### src/rtl/stream_flush_initiator.sv
// stream_flush_initiator
//
// Upstream end of a flushable valid/ready stream. Data from the upstream
// port goes into a one-entry output register that feeds a chain of
// flushable spill-register stages. The block also generates the flush
// signal for those stages. On a flush request it discards its own held
// entry and raises flush_o for Depth cycles. It then pulses flush_ack_o
// for one cycle.
//
// flush_o and valid_o are never high together, because the downstream
// stages depend on that.
//
// Parameters
//   T      payload type
//   Depth  number of downstream flushable stages (>= 1); this is the
//          number of cycles flush_o is held
//
// Ports
//   clk_i        clock, rising edge
//   rst_i        synchronous active-high reset
//   flush_req_i  flush request, only sampled in IDLE
//   flush_ack_o  one-cycle pulse when a flush completes
//   busy_o       high while a flush is in progress (FLUSH and DONE)
//   valid_i      upstream valid
//   ready_o      upstream ready (combinational from ready_i, flush_req_i)
//   data_i       upstream payload
//   valid_o      downstream valid (registered)
//   ready_i      downstream ready
//   data_o       downstream payload (registered)
//   flush_o      flush to the downstream stages
module stream_flush_initiator #(
    parameter type T     = logic,
    parameter int  Depth = 2
) (
    input  logic clk_i,
    input  logic rst_i,
    input  logic flush_req_i,
    output logic flush_ack_o,
    output logic busy_o,
    input  logic valid_i,
    output logic ready_o,
    input  T     data_i,
    output logic valid_o,
    input  logic ready_i,
    output T     data_o,
    output logic flush_o
);

    if (Depth < 1) begin : g_depth_check
        $error("stream_flush_initiator: Depth must be >= 1");
    end

    localparam int CntW = (Depth > 1) ? $clog2(Depth) : 1;
    localparam logic [CntW-1:0] CntInit = CntW'(Depth - 1);

    typedef enum logic [1:0] {
        ST_IDLE  = 2'd0,
        ST_FLUSH = 2'd1,
        ST_DONE  = 2'd2
    } state_e;

    state_e          state_r;
    state_e          state_s;
    logic            full_r;
    T                data_r;
    logic [CntW-1:0] cnt_r;
    logic            ready_s;
    logic            load_s;
    logic            drain_s;

    // The entry register drives the downstream port directly, so there is no input-to-output path.
    assign valid_o = full_r;
    assign data_o  = data_r;
    assign ready_o = ready_s;
    assign load_s  = valid_i && ready_s;
    assign drain_s = full_r && ready_i;

    // State register
    always_ff @(posedge clk_i) begin
        if (rst_i) begin
            state_r <= ST_IDLE;
        end else begin
            state_r <= state_s;
        end
    end

    // Next-state logic. A request is only sampled in IDLE; any request in FLUSH/DONE is merged into the current flush.
    always_comb begin
        state_s = state_r;
        case (state_r)
            ST_IDLE: begin
                if (flush_req_i) begin
                    state_s = ST_FLUSH;
                end else begin
                    state_s = ST_IDLE;
                end
            end
            ST_FLUSH: begin
                if (cnt_r == '0) begin
                    state_s = ST_DONE;
                end else begin
                    state_s = ST_FLUSH;
                end
            end
            ST_DONE: state_s = ST_IDLE;
            default: state_s = ST_IDLE;
        endcase
    end

    // Output decode. Ready is only offered in IDLE with no request pending, so a request cycle never accepts an item.
    always_comb begin
        ready_s     = 1'b0;
        flush_o     = 1'b0;
        flush_ack_o = 1'b0;
        busy_o      = 1'b0;
        case (state_r)
            ST_IDLE: begin
                ready_s = !rst_i && !flush_req_i && (!full_r || ready_i);
            end
            ST_FLUSH: begin
                flush_o = 1'b1;
                busy_o  = 1'b1;
            end
            ST_DONE: begin
                flush_ack_o = 1'b1;
                busy_o      = 1'b1;
            end
            default: begin
                ready_s = 1'b0;
            end
        endcase
    end

    // Entry register and flush hold counter
    always_ff @(posedge clk_i) begin
        if (rst_i) begin
            full_r <= 1'b0;
            data_r <= '0;
            cnt_r  <= '0;
        end else begin
            case (state_r)
                ST_IDLE: begin
                    // Load takes priority over drain, so a simultaneous load and drain replaces the entry.
                    // A request clears the entry whether or not it is drained in the same cycle, so FLUSH always starts empty.
                    if (load_s) begin
                        data_r <= data_i;
                        full_r <= 1'b1;
                    end else if (flush_req_i || drain_s) begin
                        full_r <= 1'b0;
                    end else begin
                        full_r <= full_r;
                    end
                    if (flush_req_i) begin
                        cnt_r <= CntInit;
                    end else begin
                        cnt_r <= cnt_r;
                    end
                end
                ST_FLUSH: begin
                    full_r <= 1'b0;
                    if (cnt_r != '0) begin
                        cnt_r <= cnt_r - CntW'(1);
                    end else begin
                        cnt_r <= cnt_r;
                    end
                end
                ST_DONE: begin
                    full_r <= 1'b0;
                end
                default: begin
                    full_r <= 1'b0;
                end
            endcase
        end
    end

endmodule

### config.mk
export PLATFORM = sky130hd
export DESIGN_NAME = stream_flush_initiator
export DESIGN_NICKNAME = d
export VERILOG_FILES = /design/src/rtl/stream_flush_initiator.sv
export SDC_FILE = /design/constraint.sdc
export NUM_CORES = 1
export LEC_CHECK = 0
export ABC_AREA = 1
export BUFFER_PORTS_ARGS = -buffer_cell sky130_fd_sc_hd__buf_4
export CAP_MARGIN = 20
export CORE_AREA = 2 2 39 41
export DETAILED_ROUTE_END_ITERATION = 7
export DIE_AREA = 0 0 41 43
export PLACE_DENSITY_LB_ADDON = 0.2
export SLEW_MARGIN = 20
export SYNTH_ARGS = -nofsm -noshare
export SYNTH_HDL_FRONTEND = slang
export SYNTH_SLANG_ARGS = --single-unit
### constraint.sdc
create_clock -name clk_i -period 2.6 [get_ports clk_i]
set_input_delay 0.26 -clock clk_i [delete_from_list [all_inputs] [get_ports clk_i]]
set_output_delay 0.26 -clock clk_i [all_outputs]
set_load 0.03 [all_outputs]
==> key figures <==
CTS
  • CTS buffer count: 3
  • Clk buf depth: 2
  • Post-CTS sizing: 0
  • CTS tree: built
  • Post-CTS Repair Setup Buffers: 0
  • Clk slew on worst S/H paths: 0.05 ns
  • Clock root cell: clkbuf_4
  • Sink Count: 5
  • Post-cts hold buffer count: 0
  • Worst skew pair latency: 0.25 ns
  • # H-tree levels: 1

Logic synthesis
  • Post-synthesis mux area share: 0
  • Compound-Gate Fraction of Synth Area: 0.07373
  • Synth Area in Simple Gates: 0.2488
  • Yosys reg bits: 5
  • Adder-cell share of the synthesized area: 0.1843
  • Largest family of logic cells by synthesized area: simple AND/OR/NAND/NOR gates
  • Synthesized area per cell: 7.542 um^2
  • Cells after Synth: 36
  • Ys Warns: 0
  • Seq/Total Area, Yosys: 0.3687
  • Synth cell types: 12
  • Xor and xnor area share after synthesis: 0
  • Syn Nets: 46
  • Cell Area, Synth: 271.5 um^2

Pwr
  • Clock share of power: 0.405
  • PwrDens: 581.9 nW/um^2
  • Peak supply drop: 0.0002119 V
  • Seq pwr share: 0.365
  • Logic pwr share: 0.229
  • Leak Pwr: 0.2071 nW
  • Net switching share of the total power: 0.3047
  • P_sw: 0.07100 mW
  • Power Total: 0.2330 mW
  • Int Power: 0.1620 mW

Setup path
  • Element type at the critical path end: primary output
  • Worst EP arrival: 1.35 ns
  • Startpoint types: register
  • CP Class: reg2out
  • Data required time of the worst path: 2.34 ns
  • CP max FO: 4

Floorplan
  • Chip width: 41 um
  • Area of the die: 1763 um^2
  • I/O pin count: 12
  • Core ar.: 1384 um^2
  • Die extent in y: 43 um
  • Initial core utilization: 0.1962
  • Row cnt: 14

Placement
  • Pre-CTS setup slack: 1.241 ns
  • I/O Buffers: 11
  • Final GP Congestion: 0.6790
  • Placed wire-length estimate after detailed placement: 450.9 um
  • DP Area: 374.1 um^2

Routing
  • Detailed-route wire length per cell: 8.836 um
  • Pre-Repair DR Iteration Count: 4
  • Final ANT Viol Nets: 0
  • # DRC: 0
  • Post-DR vias/cell: 4.104
  • 1st-iter DRT viols: 4
  • Total wire length: 592 um
  • DR vias: 275

Cells and area
  • Nets: 62
  • Diode count: 0
  • P&R area growth vs syn: 47.47%
  • Cell area after layout: 400.4 um^2
  • Commonest non-fill, non-tap cell in the layout: buf_4
  • Util after Layout: 0.2893
  • Most frequent cells in the layout: 11 x buf_4, 9 x inv_1, 5 x nand2_1, 5 x dfxtp_1, 4 x ha_1
  • Share of cells above drive strength 1: 0.2941

STA
  • Worst Clk Skew: 0.002036 ns
  • Setup TNS: 0 ns
  • Crit share post-route: 0.6203
  • Final Max Slew Viols: 0
  • Hold Violations, Final: 0
  • Finish-stage setup viols: 0
  • Final worst slack: 0.9873 ns
  • Min Tclk post-route: 1.613 ns
  • RSZ-0062 raised after global routing: false
  • Worst Max-Slew Pin Slew: 0.2208 ns
  • Rel. slew slack: 0.8514
  • Achievable frequency: 620.1 MHz

GRT
  • Largest net degree at the start of global routing: 8
  • Initial antenna violation count: 0
  • First-pass GRT wire length: 945 um
  • GRT Util Overall: 0.09036
  • Vias in the first global route: 259
  • Total congestion overflow: 0

Run
  • Number of max-cap violations: 0

Outcome
  • Status: complete, no violations

Hold path
  • Worst min path class: in2reg
## power groups by stage
| stage | combinational (mW) | sequential, mW | clock, mW |
|---|---|---|---|
| after floorplan | 0.0316 | 0.0886 | 0 |
| after global placement | 0.0544 | 0.0865 | 0 |
| after detailed placement | 0.0539 | 0.0867 | 0 |
| after CTS | 0.0543 | 0.0852 | 0.0972 |
| after global routing | 0.0596 | 0.0860 | 0.103 |
| final | 0.0534 | 0.0851 | 0.0945 |
## critical path, cell delays in order (launching register included)
cell     delay (ns)
dfxtp_1        0.31
inv_1          0.09
ha_1           0.21
inv_1          0.07
nor4_1         0.22
buf_4          0.21
## metal layers
layer,routed length [um],up-vias,track usage
met2,227,14,0.1125
met1,254,111,0.08682
met3,72,4,0.03141
met4,38,0,0.1400
li1,-,146,-
met5,0,-,0
## synth_stat cells
cell / instances / area share
o21ai_0: 1 / 0.018
nor2_2: 1 / 0.023
inv_1: 9 / 0.12
nor2_1: 1 / 0.014
nand4_1: 2 / 0.046
nand3_1: 1 / 0.018
nor3_1: 3 / 0.055
nand2_1: 5 / 0.069
nor4_1: 1 / 0.023
a21oi_1: 3 / 0.055
dfxtp_1: 5 / 0.37
ha_1: 4 / 0.18
## sequential cells by signal, indices dropped and copies added (netlist names)
name     cells
valid_o      1
cnt_r        1
state_r      2
data_o       1
## path summary, 6_finish.rpt
check / to / slack [ns] / cells after the start / start
setup / recovery: ready_o / 0.99 / 5 / state_r[1]
hold / removal: state_r[1] / 0.24 / 2 / rst_i
setup reg to reg: data_o / 1.59 / 6 / state_r[1]
hold reg to reg: state_r[1] / 0.47 / 1 / cnt_r
## logic make-up after synthesis
group | after synthesis
simple gates | 14
buf+inv | 9
flops | 5
compound gates | 4
fa+ha+maj | 4
## layout make-up
cell class	count	area, um^2
multi-input cells	22	137.6
repair buffers	11	82.58
inverters	9	33.78
well taps	16	20.02
flip-flops and latches	5	100.1
clock buffers	4	26.28
fillers	157	983.4
## stage by stage
step	cells	hold WS, ns
3_5_place_dp	63	0.4634
3_3_place_gp	63	0.4676
4_1_cts	67	0.2334
6_report	67	0.2415
5_1_grt	67	0.2465
2_1_floorplan	36	0.3368
Power figures use the tool's default switching activity.
